[src/rtl/display_spi_pkg.sv]
// Shared definitions for the display SPI link: command code, frame width,
// display register map and the master FSM state encoding.
package display_spi_pkg;

    localparam logic [3:0] CMD_WRITE   = 4'b0001;
    localparam int         FRAME_WIDTH = 16;

    localparam logic [3:0] REG_ENABLE = 4'd0;
    localparam logic [3:0] REG_DIGIT1 = 4'd1;
    localparam logic [3:0] REG_DIGIT2 = 4'd2;
    localparam logic [3:0] REG_DIGIT3 = 4'd3;
    localparam logic [3:0] REG_DIGIT4 = 4'd4;
    localparam logic [3:0] REG_DIGIT5 = 4'd5;
    localparam logic [3:0] REG_DIGIT6 = 4'd6;
    localparam logic [3:0] REG_DIGIT7 = 4'd7;
    localparam logic [3:0] REG_DIGIT8 = 4'd8;
    localparam logic [3:0] REG_RADIX  = 4'd9;

    typedef enum logic [2:0] {
        ST_IDLE = 3'd0,
        ST_LEAD = 3'd1,
        ST_LOW  = 3'd2,
        ST_HIGH = 3'd3,
        ST_GAP  = 3'd4
    } spi_state_e;

    // Builds the on-wire frame for a register write.
    function automatic logic [FRAME_WIDTH-1:0] make_frame(input logic [3:0] addr,
                                                          input logic [7:0] data);
        return {CMD_WRITE, addr, data};
    endfunction

endpackage

[src/rtl/sync_fifo.sv]
// Single-clock FIFO with count-based full/empty flags and a
// first-word-fall-through read port. DEPTH must be a power of two.
module sync_fifo #(
    parameter int WIDTH = 12,
    parameter int DEPTH = 4
) (
    input  logic             i_clk,
    input  logic             i_rst_n,
    input  logic             i_push,
    input  logic [WIDTH-1:0] i_data,
    input  logic             i_pop,
    output logic [WIDTH-1:0] o_data,
    output logic             o_full,
    output logic             o_empty
);
    localparam int               PTR_W    = (DEPTH > 1) ? $clog2(DEPTH) : 1;
    localparam int               CNT_W    = $clog2(DEPTH) + 1;
    localparam logic [CNT_W-1:0] FULL_CNT = CNT_W'(DEPTH);

    logic [WIDTH-1:0] r_mem [DEPTH];
    logic [PTR_W-1:0] r_wr_ptr;
    logic [PTR_W-1:0] r_rd_ptr;
    logic [CNT_W-1:0] r_count;
    logic             w_do_push;
    logic             w_do_pop;

    assign o_full    = (r_count == FULL_CNT);
    assign o_empty   = (r_count == '0);
    assign w_do_push = i_push && !o_full;
    assign w_do_pop  = i_pop && !o_empty;
    assign o_data    = r_mem[r_rd_ptr];

    // Storage array; data only, so it carries no reset.
    always_ff @(posedge i_clk) begin
        if (w_do_push) begin
            r_mem[r_wr_ptr] <= i_data;
        end
    end

    // Pointers wrap naturally; simultaneous push and pop leave the count unchanged.
    always_ff @(posedge i_clk or negedge i_rst_n) begin
        if (!i_rst_n) begin
            r_wr_ptr <= '0;
            r_rd_ptr <= '0;
            r_count  <= '0;
        end else begin
            if (w_do_push) begin
                r_wr_ptr <= r_wr_ptr + 1'b1;
            end
            if (w_do_pop) begin
                r_rd_ptr <= r_rd_ptr + 1'b1;
            end
            case ({w_do_push, w_do_pop})
                2'b10:   r_count <= r_count + 1'b1;
                2'b01:   r_count <= r_count - 1'b1;
                default: r_count <= r_count;
            endcase
        end
    end

endmodule

[src/rtl/display_spi_master.sv]
// SPI master that turns queued display-register writes into 16-bit frames.
// SCLK idles high; the slave samples MOSI on SCLK rising edges while SS is low.
// All pin outputs are registered decodes of the current state, so every pin
// lags the state by one clock and never glitches. CLK_DIV >= 2, GAP_CYCLES >= 4.
module display_spi_master
    import display_spi_pkg::*;
#(
    parameter int CLK_DIV    = 4,
    parameter int GAP_CYCLES = 8,
    parameter int FIFO_DEPTH = 4
) (
    input  logic       block_clk_i,
    input  logic       rst_low_i,
    input  logic       wr_valid_i,
    input  logic [3:0] wr_addr_i,
    input  logic [7:0] wr_data_i,
    output logic       wr_ready_o,
    output logic       spi_sclk_o,
    output logic       spi_ss_o,
    output logic       spi_mosi_o,
    input  logic       spi_miso_i,
    output logic       busy_o,
    output logic       frame_done_o
);
    localparam int               CNT_MAX   = (CLK_DIV > GAP_CYCLES) ? CLK_DIV : GAP_CYCLES;
    localparam int               CNT_W     = $clog2(CNT_MAX);
    localparam logic [CNT_W-1:0] HALF_LAST = CNT_W'(CLK_DIV - 1);
    localparam logic [CNT_W-1:0] GAP_LAST  = CNT_W'(GAP_CYCLES - 1);

    spi_state_e             r_state;
    logic [CNT_W-1:0]       r_cnt;
    logic [3:0]             r_bitcnt;
    logic [FRAME_WIDTH-1:0] r_shreg;
    logic                   r_sclk;
    logic                   r_ss;
    logic                   r_mosi;
    logic                   r_frame_done;

    logic [11:0] w_fifo_dout;
    logic        w_fifo_full;
    logic        w_fifo_empty;
    logic        w_push;
    logic        w_pop;
    logic        w_half_done;
    logic        w_gap_done;
    logic        w_shift;
    logic        w_unused;

    // MISO exists only for the pin-out.
    assign w_unused = spi_miso_i;

    assign w_push      = wr_valid_i && wr_ready_o;
    assign w_pop       = (r_state == ST_IDLE) && !w_fifo_empty;
    assign w_half_done = (r_cnt == HALF_LAST);
    assign w_gap_done  = (r_cnt == GAP_LAST);
    assign w_shift     = (r_state == ST_HIGH) && w_half_done && (r_bitcnt != 4'd15);

    assign wr_ready_o   = !w_fifo_full;
    assign busy_o       = (r_state != ST_IDLE) || !w_fifo_empty;
    assign spi_sclk_o   = r_sclk;
    assign spi_ss_o     = r_ss;
    assign spi_mosi_o   = r_mosi;
    assign frame_done_o = r_frame_done;

    sync_fifo #(
        .WIDTH(12),
        .DEPTH(FIFO_DEPTH)
    ) u_fifo (
        .i_clk  (block_clk_i),
        .i_rst_n(rst_low_i),
        .i_push (w_push),
        .i_data ({wr_addr_i, wr_data_i}),
        .i_pop  (w_pop),
        .o_data (w_fifo_dout),
        .o_full (w_fifo_full),
        .o_empty(w_fifo_empty)
    );

    // Frame shift register: loaded on pop, shifted left at the end of each non-final HIGH.
    always_ff @(posedge block_clk_i) begin
        if (w_pop) begin
            r_shreg <= make_frame(w_fifo_dout[11:8], w_fifo_dout[7:0]);
        end else if (w_shift) begin
            r_shreg <= {r_shreg[FRAME_WIDTH-2:0], 1'b0};
        end
    end

    // Frame sequencer with registered pin outputs decoded from the current state.
    always_ff @(posedge block_clk_i or negedge rst_low_i) begin
        if (!rst_low_i) begin
            r_state      <= ST_IDLE;
            r_cnt        <= '0;
            r_bitcnt     <= '0;
            r_sclk       <= 1'b1;
            r_ss         <= 1'b1;
            r_mosi       <= 1'b1;
            r_frame_done <= 1'b0;
        end else begin
            // SCLK drops during LEAD so it is already low when SS falls, and
            // SS rises at the start of GAP while SCLK is still high.
            r_sclk       <= !((r_state == ST_LEAD) || (r_state == ST_LOW));
            r_ss         <= !((r_state == ST_LOW) || (r_state == ST_HIGH));
            r_mosi       <= ((r_state == ST_LOW) || (r_state == ST_HIGH)) ?
                            r_shreg[FRAME_WIDTH-1] : 1'b1;
            r_frame_done <= (r_state == ST_GAP) && (r_cnt == '0);

            case (r_state)
                ST_IDLE: begin
                    if (!w_fifo_empty) begin
                        r_bitcnt <= '0;
                        r_cnt    <= '0;
                        r_state  <= ST_LEAD;
                    end
                end
                ST_LEAD: begin
                    if (w_half_done) begin
                        r_cnt   <= '0;
                        r_state <= ST_LOW;
                    end else begin
                        r_cnt <= r_cnt + 1'b1;
                    end
                end
                ST_LOW: begin
                    if (w_half_done) begin
                        r_cnt   <= '0;
                        r_state <= ST_HIGH;
                    end else begin
                        r_cnt <= r_cnt + 1'b1;
                    end
                end
                ST_HIGH: begin
                    if (w_half_done) begin
                        r_cnt <= '0;
                        if (r_bitcnt == 4'd15) begin
                            r_state <= ST_GAP;
                        end else begin
                            r_bitcnt <= r_bitcnt + 1'b1;
                            r_state  <= ST_LOW;
                        end
                    end else begin
                        r_cnt <= r_cnt + 1'b1;
                    end
                end
                ST_GAP: begin
                    if (w_gap_done) begin
                        r_cnt   <= '0;
                        r_state <= ST_IDLE;
                    end else begin
                        r_cnt <= r_cnt + 1'b1;
                    end
                end
                default: begin
                    r_cnt   <= '0;
                    r_state <= ST_IDLE;
                end
            endcase
        end
    end

endmodule
[config.mk]
export PLATFORM = sky130hd
export DESIGN_NAME = display_spi_master
export DESIGN_NICKNAME = d
export VERILOG_FILES = /design/src/rtl/display_spi_pkg.sv /design/src/rtl/sync_fifo.sv /design/src/rtl/display_spi_master.sv
export SDC_FILE = /design/constraint.sdc
export NUM_CORES = 1
export LEC_CHECK = 0
export BUFFER_PORTS_ARGS = -buffer_cell sky130_fd_sc_hd__buf_4
export CAP_MARGIN = 5
export CORE_MARGIN = 4
export CORE_UTILIZATION = 64
export DETAILED_ROUTE_END_ITERATION = 10
export PLACE_DENSITY = 0.83
export SKIP_LAST_GASP = 1
export SLEW_MARGIN = 20
export SYNTH_ARGS = -nofsm -noshare
export SYNTH_HDL_FRONTEND = slang
export SYNTH_SLANG_ARGS = --single-unit
[constraint.sdc]
create_clock -name block_clk_i -period 3.7 [get_ports block_clk_i]
set_clock_uncertainty 0.1 [all_clocks]
set_input_delay 0.185 -clock block_clk_i [delete_from_list [all_inputs] [get_ports block_clk_i]]
set_output_delay 0.185 -clock block_clk_i [all_outputs]
set_load 0.02 [all_outputs]
==> results.yml, run 1 <==
synthesis:
  synthArstFlopShare: 0.2471
  synth-edff-count: 60
  yosysTopAreaCellShare: 0.4974
  synthXorXnorAreaFrac: 0.01693
  synth_top_family_by_area: "multiplexers"
  synth_cell_types: 51
  yosys_warnings: 0
  yosys.area_share.simple: 0.07427
  synth_fp_nets: 248
  synth-seq-cells: 85
  synth_mux_area_frac: 0.1237
  synth_area_leaders: "edfxtp_1 50%, dfrtp_1 12%, mux4_2 7.5%"
  synth_fa_ha_area_frac: 0.04352
  synth_compound_area_frac: 0.04387
  synthFlopType: "edfxtp_1"
  syn-cell-area_um2: 3622
  syn_area_per_cell_um2: 16.46
  yosysTopAreaCell: "edfxtp_1"
  syn_inst: 220
  ys_seq_area_frac: 0.6656
job:
  cap_violations: 0
clock_network:
  clock_latency_ps: 350
  cts_tree: "built"
  cts.htree.levels: 3
  post_cts_resized: 0
  clk_path_buf_depth: 2
  numCtsBuffers: 9
  root_buffer: "clkbuf_8"
  clock-sinks: 85
  clk_pin_slew_ps: 80
placement:
  io_buffers: 20
  hpwl_mm: 3.594
  gp_routability_congestion: 0.7621
  dp_cells: 305
  place_area_um2: 3805
grt:
  grt_antenna_before_repair: 0
  grt_pass1_wl_mm: 10.03
  grt_max_degree: 22
  grt_usage: 0.1877
  grt_overflow: 0
  grt_pass1_vias: 2101
sta:
  setup_tns_ps: 0
  fin_crit_ps: 2533
  hold_violations: 0
  whs_ps: 96.43
  rsz0062_at_grt: "no"
  finalCritPeriodShare: 0.6846
  tightest_slew_ps: 854.3
  slew_headroom: 0.4304
  fmax_mhz: 394.8
  setup_viol: 0
  slew_viol_final: 0
layout:
  nNetsFinal: 285
  regArea_um2: 2411
  diodes: 0
  instances_no_fill: 334
  filler_cell_count: 314
  drive_gt1_frac: 0.2710
  multiInputGateArea_um2: 1095
  area_delta_synth_final_pct: 15.23
  final_cell_area_um2: 4174
power:
  powerDensity_nw_per_um2: 754.3
  power_w: 0.003148
  seq_power_share: 0.492
  pwr-share-comb: 0.264
  switchingPower_w: 0.0009276
  clkPwrFrac: 0.243
  internal_power_w: 0.002221
  swShare: 0.2946
  ir_drop_uv: 420.8
  power_leakage_nw: 1.577
setup_path:
  worstPathRequired_ps: 3880
  worst-path-max-fanout: 16
  worstSetupEndpointType: "flip-flop"
  start_kind: "flip-flop"
  critPathKind: "reg -> reg"
  cp.arrival_ps: 2710
die:
  floorplan.die.height_um: 83.23
  start_util: 0.6578
  io_pins: 22
  dieArea_um2: 6927
  core_um2: 5507
  rows: 27
  die_w_um: 83.23
routing:
  wl_mm: 5.951
  first_pass_iters: 4
  drt_iter0_drc: 53
  drc_errors: 0
  num_vias: 1905
  post_drt_wl_per_cell_um: 17.82
  via_per_inst: 5.704
  ant_nets: 0
hold_path:
  hold_path.class: "in -> reg"
status:
  status: "complete, no violations"
state kept, by name (all words and copies together) (netlist names):
| name | cells |
|---|---|
| u_fifo.r_mem | 48 |
| r_shreg | 16 |
| r_bitcnt | 4 |
| r_cnt | 3 |
| r_state | 3 |
| u_fifo.r_count | 3 |
| u_fifo.r_rd_ptr | 2 |
| u_fifo.r_wr_ptr | 2 |
| frame_done_o | 1 |
| spi_mosi_o | 1 |
| spi_sclk_o | 1 |
| spi_ss_o | 1 |
per-layer routing:
| metal | vias to the layer above | share of wire | track usage |
|---|---|---|---|
| met5 | - | 0 | 0 |
| met4 | 0 | 0.013 | 0.07875 |
| met3 | 8 | 0.035 | 0.05258 |
| met2 | 39 | 0.52 | 0.3112 |
| met1 | 950 | 0.43 | 0.2323 |
| li1 | 908 | - | - |
power by group through the flow:
stage                     registers [W]  clock network [W]  logic (W)
final                           0.00155           0.000766   0.000832
after global routing            0.00159           0.000824   0.000920
after CTS                       0.00155           0.000784   0.000844
after detailed placement        0.00157                  0   0.000822
after global placement          0.00155                  0   0.000792
after floorplan                 0.00145                  0   0.000742
path summary, 6_finish.rpt:
kind / slack [ps] / depth (start not counted) / to / start
setup reg to reg: 1170 / 9 / u_fifo.r_count[2]$_DFFE_PN0P_ / r_state[1]$_DFFE_PN0P_
setup / recovery: 1170 / 9 / u_fifo.r_count[2]$_DFFE_PN0P_ / r_state[1]$_DFFE_PN0P_
hold reg to reg: 380 / 2 / r_shreg[14]$_SDFFE_PN0P_ / r_shreg[13]$_SDFFE_PN0P_
max in group asynchronous: 3060 / 2 / spi_sclk_o$_DFF_PN1_ / rst_low_i
hold / removal: 100 / 3 / u_fifo.r_wr_ptr[0]$_DFFE_PN0P_ / wr_valid_i
min in group asynchronous: 160 / 2 / r_bitcnt[2]$_DFFE_PN0P_ / rst_low_i
synthesized netlist by cell type (all sizes together), types with 2 or more instances:
master and n:
edfxtp 60, dfrtp 18, inv 13, mux2 12
mux4 12, ha 11, nand3 11, o21ai 9
a21oi 6, and3 6, buf 6, dfxtp 4
nand2 4, nor2 4, xnor2 4, dfstp 3
nor3 3, xor2 3, clkbuf 2, mux2i 2
nand2b 2, o22ai 2, or3 2, or3b 2
final cells by class:
type,instances,share of cell area
Clock inverter,6,0.02668
Timing Repair Buffer,34,0.06894
Clock buffer,10,0.03058
Sequential cell,85,0.5776
Multi-Input combinational cell,114,0.2623
Inverter,13,0.01229
Tap cell,72,0.02158
worst max-delay path, stage by stage (launching register included):
cell     delay [ps]
dfrtp_1         550
nor3_2          400
nand2_4         110
inv_4           210
ha_1            220
inv_1            60
fa_1            370
xor2_1          160
nor2_1          120
xor2_1          150
cells in the final DEF, fill, tap and decap left out, types with 2 or more instances in the layout:
cell and instances:
mux2_2 6, mux2_4 6, xnor2_1 4, o22ai_1 2, dlygate4sd3_1 13, dfrtp_1 18, inv_1 12, ha_1 11
clkbuf_8 9, mux4_2 12, buf_4 21, dfstp_2 3, nand3_1 11, o21ai_0 9, bufinv_16 3, dfxtp_1 4
xor2_1 3, mux2i_1 2, nor3_1 2, nand2_1 3, nor2_1 4, a21oi_1 6, nand2b_1 2, edfxtp_1 60
and3_1 6
kinds of logic after synthesis:
group                      Yosys count
AOI/OAI and AO/OA                   26
xor gates and xnor gates             7
adders and majority gates           12
buffers and inverters               21
DFF                                 85
muxes                               26
and+or+nand+nor                     43
timing repair:
item | in CTS | in global routing
hold buffers | 13 | 0
hold endpoints to repair | 69 | 0
endpoints found under the setup margin | 0 | 0
setup buffers | 0 | 0
metrics by stage:
step,utilization,setup slack [ps]
floorplan,-,1387
detailed placement,0.6910,1177
global placement,0.6910,1245
finish,0.7580,1167
global route,0.7580,993.5
CTS,0.7580,1151
(Power assumes the default switching activity.)
==> run 2, diff against run 1 <==
- CORE_UTILIZATION: 64 -> 60
- PLACE_DENSITY: 0.83 -> 0.79
- clock period: 3.7 -> 2.4 ns (I/O delays scaled with it)
==> run 2 against run 1 <==
  * First-iteration DRC count increased to 3.1 times the previous value
  * Combinational power increased by 77%
  * Power rose by 47%
  * Register-to-register slack worse by 1000 ps
  * Sequential share of layout area decreased by 0.12 points
  * Setup slack lost 1000 ps
  * Clock power up 18%
  * Design area up 0.21%
  * Die area increased by 6.0%
  * Critical endpoint unchanged
  * Largest cell class unchanged
  * Largest power group unchanged
==> results.yml, run 2 (same netlist as run 1, synthesis figures left out) <==
layout:
  layout_common_cells: "60 x edfxtp_1, 30 x buf_4, 18 x dfrtp_1"
  largest_reg_flops: 48
  area_delta_synth_final_pct: 15.47
  regMostFlops: "u_fifo.r_mem"
  instances_no_fill: 346
  nNetsFinal: 294
  drive_gt1_frac: 0.2952
  postLayoutCoreUtil: 0.7107
  diodes: 0
  filler_cell_count: 381
  top_regs: "u_fifo.r_mem (48), r_shreg (16), r_bitcnt (4)"
  final_common_cell: "edfxtp_1"
routing:
  drc_errors: 0
  ant_nets: 0
  wl_mm: 5.698
  first_pass_iters: 4
  post_drt_wl_per_cell_um: 16.47
  via_per_inst: 5.624
  num_vias: 1946
  drt_iter0_drc: 163
power:
  pwr-share-comb: 0.317
  powerDensity_nw_per_um2: 1108
  switchingPower_w: 0.001446
  ir_drop_uv: 504.3
  clkPwrFrac: 0.194
  power_w: 0.004635
  internal_power_w: 0.003190
  swShare: 0.3118
  power_leakage_nw: 1.594
  seq_power_share: 0.489
sta:
  hold_violations: 0
  setup_viol: 0
  tightest_slew_ps: 643.7
  slew_viol_final: 0
  slew_headroom: 0.5709
  whs_ps: 29.33
  fmax_mhz: 447.4
  fin_crit_ps: 2235
  finalCritPeriodShare: 0.9313
  rsz0062_at_grt: "no"
  setup_tns_ps: 0
clock_network:
  clock-sinks: 85
  root_buffer: "clkbuf_8"
  post-cts-setup-buffers: 0
  clk_pin_slew_ps: 80
  cts.htree.levels: 3
  hold_buffers: 13
  post_cts_resized: 0
  clock_latency_ps: 340
  cts_tree: "built"
  clk_path_buf_depth: 2
  numCtsBuffers: 9
grt:
  grt_usage: 0.1807
  grt-busiest-layer: "met2"
  met3_usage: 0.04323
  grt_overflow: 0
  grt_pass1_vias: 1995
  grt_pass1_wl_mm: 10.02
  grt_max_degree: 22
  grt_antenna_before_repair: 0
  met1_usage: 0.2392
  grt_use_met2: 0.2966
die:
  floorplan.die.height_um: 85.70
  io_pins: 22
  dieArea_um2: 7344
  rows: 28
  start_util: 0.6154
  core_um2: 5886
  die_w_um: 85.70
setup_path:
  critPathKind: "reg -> reg"
  start_kind: "flip-flop"
  worstRegToRegCells: 9
  worstSetupEndpointType: "flip-flop"
  worstPathRequired_ps: 2570
  cp.arrival_ps: 2400
  worst-path-max-fanout: 5
  rrSetupSlack_ps: 160
hold_path:
  worstHoldPathCells: 3
  hold_path.class: "in -> reg"
job:
  cap_violations: 0
placement:
  dp_cells: 317
  gp_routability_congestion: 0.7358
  hpwl_mm: 3.621
  io_buffers: 20
status:
  status: "complete, no violations"
-- run 2: stage by stage --
stage               cell area, um^2  worst slack (ps)
CTS                            4183             147.2
finish                         4183             164.8
detailed placement             3876             178.0
global placement               3876             192.2
floorplan                      3622             86.78
global route                   4183             30.62
-- run 2: area by class of cell --
type | count | area [um^2] | share of cell area
repair buffers | 43 | 355.3 | 0.08495
multi-input cells | 114 | 1095 | 0.2617
inverters | 13 | 51.30 | 0.01226
flip-flops and latches | 85 | 2411 | 0.5764
clock inverters | 6 | 48.80 | 0.01167
well taps | 75 | 93.84 | 0.02243
clock buffers | 10 | 127.6 | 0.03051
-- run 2: path summary, 6_finish.rpt --
check,startpoint,to
hold reg to reg,r_shreg[15]$_SDFFE_PN0P_,spi_mosi_o$_DFF_PN1_
max in group asynchronous,rst_low_i,spi_ss_o$_DFF_PN1_
setup reg to reg,u_fifo.r_count[1]$_DFFE_PN0P_,u_fifo.r_count[2]$_DFFE_PN0P_
min in group asynchronous,rst_low_i,r_bitcnt[1]$_DFFE_PN0P_
hold / removal,wr_valid_i,u_fifo.r_wr_ptr[0]$_DFFE_PN0P_
setup / recovery,u_fifo.r_count[1]$_DFFE_PN0P_,u_fifo.r_count[2]$_DFFE_PN0P_
-- run 2: layer usage --
metal / wire [um] / up-vias
li1: - / 931
met1: 2597 / 975
met2: 2836 / 35
met3: 201 / 5
met4: 61 / 0
met5: 0 / -
-- run 2: power by group through the flow --
| stage | Combinational [W] | Sequential [W] | Clock (W) |
|---|---|---|---|
| floorplan | 0.00114 | 0.00224 | 0 |
| global placement | 0.00144 | 0.00228 | 0 |
| detailed placement | 0.00147 | 0.00230 | 0 |
| CTS | 0.00150 | 0.00227 | 0.000920 |
| global route | 0.00164 | 0.00231 | 0.000994 |
| finish | 0.00147 | 0.00226 | 0.000901 |
-- run 2: worst max-delay path: stages, from the launching register on --
cell and delay, ps:
dfrtp_1 430, or3b_1 410, and2_4 190, inv_1 50, ha_1 160, inv_1 60, fa_1 370, xor2_1 150
nor2_1 110, xor2_1 150
==> run 3, diff against run 2 <==
- CORE_UTILIZATION: 60 -> 54
- PLACE_DENSITY: 0.79 -> 0.75
- SKIP_LAST_GASP: 1 -> unset
- clock period: 2.4 -> 1.9 ns (I/O delays scaled with it)
==> run 3 against run 2 <==
  * The run now ends with negative setup slack left
  * Power rose by 39%
  * Sequential power rose by 23%
  * Die area rose by 10%
  * Fmax rose by 7.3%
  * Critical path type unchanged
  * Largest power group unchanged
==> results.yml, run 3 (same netlist as run 1, synthesis figures left out) <==
sta:
  fin_ws_ps: -183.0
  slew_headroom: 0.5578
  rsz0062_at_grt: "yes"
  slew_viol_final: 0
  finalCritPeriodShare: 1.096
  fmax_mhz: 480.1
  tightest_slew_ps: 663.3
  hold_violations: 0
  fin_crit_ps: 2083
  setup_viol: 7
layout:
  regMostFlops: "u_fifo.r_mem"
  filler_cell_count: 422
  layout_common_cells: "60 x edfxtp_1, 41 x buf_4, 18 x dfrtp_1"
  postLayoutCoreUtil: 0.6951
  nNetsFinal: 312
  area_delta_synth_final_pct: 23.25
  final_cell_area_um2: 4464
  top_regs: "u_fifo.r_mem (48), r_shreg (16), r_bitcnt (4)"
  drive_gt1_frac: 0.3702
  diodes: 0
  final_common_cell: "edfxtp_1"
  largest_reg_flops: 48
setup_path:
  crit_family: "simple AND/OR/NAND/NOR gates"
  cpPeakStageDelay_ps: 400
  crit_chain: "or3b_4, and2_4, inv_2, ha_4, inv_2, fa_2, xor2_1, nor2_1, xor2_1"
  r2r_start: "u_fifo.r_count[0]$_DFFE_PN0P_"
  rrSetupSlack_ps: -180
  critPathKind: "reg -> reg"
  worst-path-max-fanout: 2
  worstRegToRegCells: 9
  worstSetupEndpointType: "flip-flop"
  worstPathRequired_ps: 2060
  cp.arrival_ps: 2250
  critical_path_buf_inv_count: 2
  start_kind: "flip-flop"
  cpMaxStageDelayCell: "or3b_4"
  reg2reg_to: "u_fifo.r_count[2]$_DFFE_PN0P_"
grt:
  grt_pass1_wl_mm: 10.81
  grt_overflow: 0
  grt_max_degree: 22
  grt_antenna_before_repair: 0
  grt_pass1_vias: 2129
  grt_usage: 0.1722
die:
  floorplan.die.height_um: 89.90
  die_w_um: 89.90
  rows: 29
  start_util: 0.5640
  dieArea_um2: 8082
  io_pins: 22
  core_um2: 6422
clock_network:
  cts.htree.levels: 3
  root_buffer: "clkbuf_8"
  cts_tree: "built"
  clock-sinks: 85
  clk_path_buf_depth: 2
  clk_pin_slew_ps: 90
  numCtsBuffers: 9
  clock_latency_ps: 340
power:
  power_leakage_nw: 1.697
  powerDensity_nw_per_um2: 1440
  ir_drop_uv: 885.8
routing:
  first_pass_iters: 4
  num_vias: 2038
  drt_iter0_drc: 111
  drc_errors: 0
  ant_nets: 0
  post_drt_wl_per_cell_um: 17.52
  wl_mm: 6.412
  via_per_inst: 5.568
placement:
  place_area_um2: 4018
  pre_cts_ws_ps: -178.1
  hpwl_mm: 3.911
  io_buffers: 20
  gp_routability_congestion: 0.7682
status:
  violations: "negative setup slack"
  status: "finished with violations"
job:
  cap_violations: 0
hold_path:
  hold_path.class: "in -> async"
-- run 3: cell types whose count changed in the layout (fill, tap and decap cells not counted), moves of 2 or more --
cell,before,now
clkinvlp_4,0,4
ha_4,0,2
buf_12,0,3
o21ai_0,9,7
ha_1,11,8
buf_6,0,2
inv_1,12,10
inv_2,0,2
clkinv_4,4,0
buf_4,30,41
-- run 3: where the power goes --
group	internal [W]	switching, W	total (W)
sequential	0.00259	0.000204	0.00279
clock	0.000603	0.000646	0.00125
combinational	0.00127	0.00111	0.00239
total	0.00447	0.00196	0.00643
-- run 3: area by class of cell --
class,count,area (um^2),area share
flip-flops and latches,85,2411,0.5401
multi-input cells,114,1151,0.2578
repair buffers,61,560.5,0.1256
clock buffers,10,127.6,0.02859
well taps,77,96.34,0.02158
clock inverters,6,63.81,0.01429
inverters,13,53.80,0.01205
-- run 3: repair_timing --
action,CTS,global route
cloned,0,1
gates resized for setup,5,9
pin swaps,6,2
setup endpoints to repair,7,32
hold buffers,13,0
setup buffers,4,2
endpoints found under the hold margin,69,0
-- run 3: worst reg2reg max path, stage by stage (launching register included) --
cell and delay (ps):
dfrtp_1 390, or3b_4 400, and2_4 170, inv_2 50
ha_4 120, inv_2 30, fa_2 330, xor2_1 140
nor2_1 110, xor2_1 160
-- run 3: per-stage QoR --
step / total power (W) / TNS, ps / hold WS, ps / cells
after floorplan: 0.004333 / -372.9 / -300.6 / 220
after global placement: 0.004941 / -155.1 / -104.0 / 330
after detailed placement: 0.005035 / -218.5 / -98.43 / 330
after CTS: 0.006366 / -420.2 / 66.22 / 363
after global routing: 0.006840 / -1311 / 100.8 / 366
final: 0.006429 / -775.3 / 70.21 / 366
-- run 3: worst max-delay path by stage --
| stage | start | endpoint | slack (ps) | depth (start not counted) |
|---|---|---|---|---|
| finish | u_fifo.r_count[0]$_DFFE_PN0P_ | u_fifo.r_count[2]$_DFFE_PN0P_ | -180 | 9 |
| global route | u_fifo.r_count[0]$_DFFE_PN0P_ | u_fifo.r_count[2]$_DFFE_PN0P_ | -290 | 9 |
| CTS | u_fifo.r_count[0]$_DFFE_PN0P_ | u_fifo.r_count[2]$_DFFE_PN0P_ | -190 | 9 |
| detailed placement | u_fifo.r_count[0]$_DFFE_PN0P_ | u_fifo.r_count[2]$_DFFE_PN0P_ | -180 | 9 |
| global placement | u_fifo.r_count[0]$_DFFE_PN0P_ | u_fifo.r_count[2]$_DFFE_PN0P_ | -130 | 9 |
| floorplan | u_fifo.r_count[0]$_DFFE_PN0P_ | u_fifo.r_count[2]$_DFFE_PN0P_ | -250 | 9 |
-- run 3: per-layer routing --
| layer | track usage | vias to the layer above | part of all wire |
|---|---|---|---|
| met5 | 0 | - | 0 |
| met4 | 0.09184 | 0 | 0.028 |
| met3 | 0.03339 | 13 | 0.033 |
| met2 | 0.2832 | 41 | 0.50 |
| met1 | 0.2171 | 1020 | 0.44 |
| li1 | - | 964 | - |
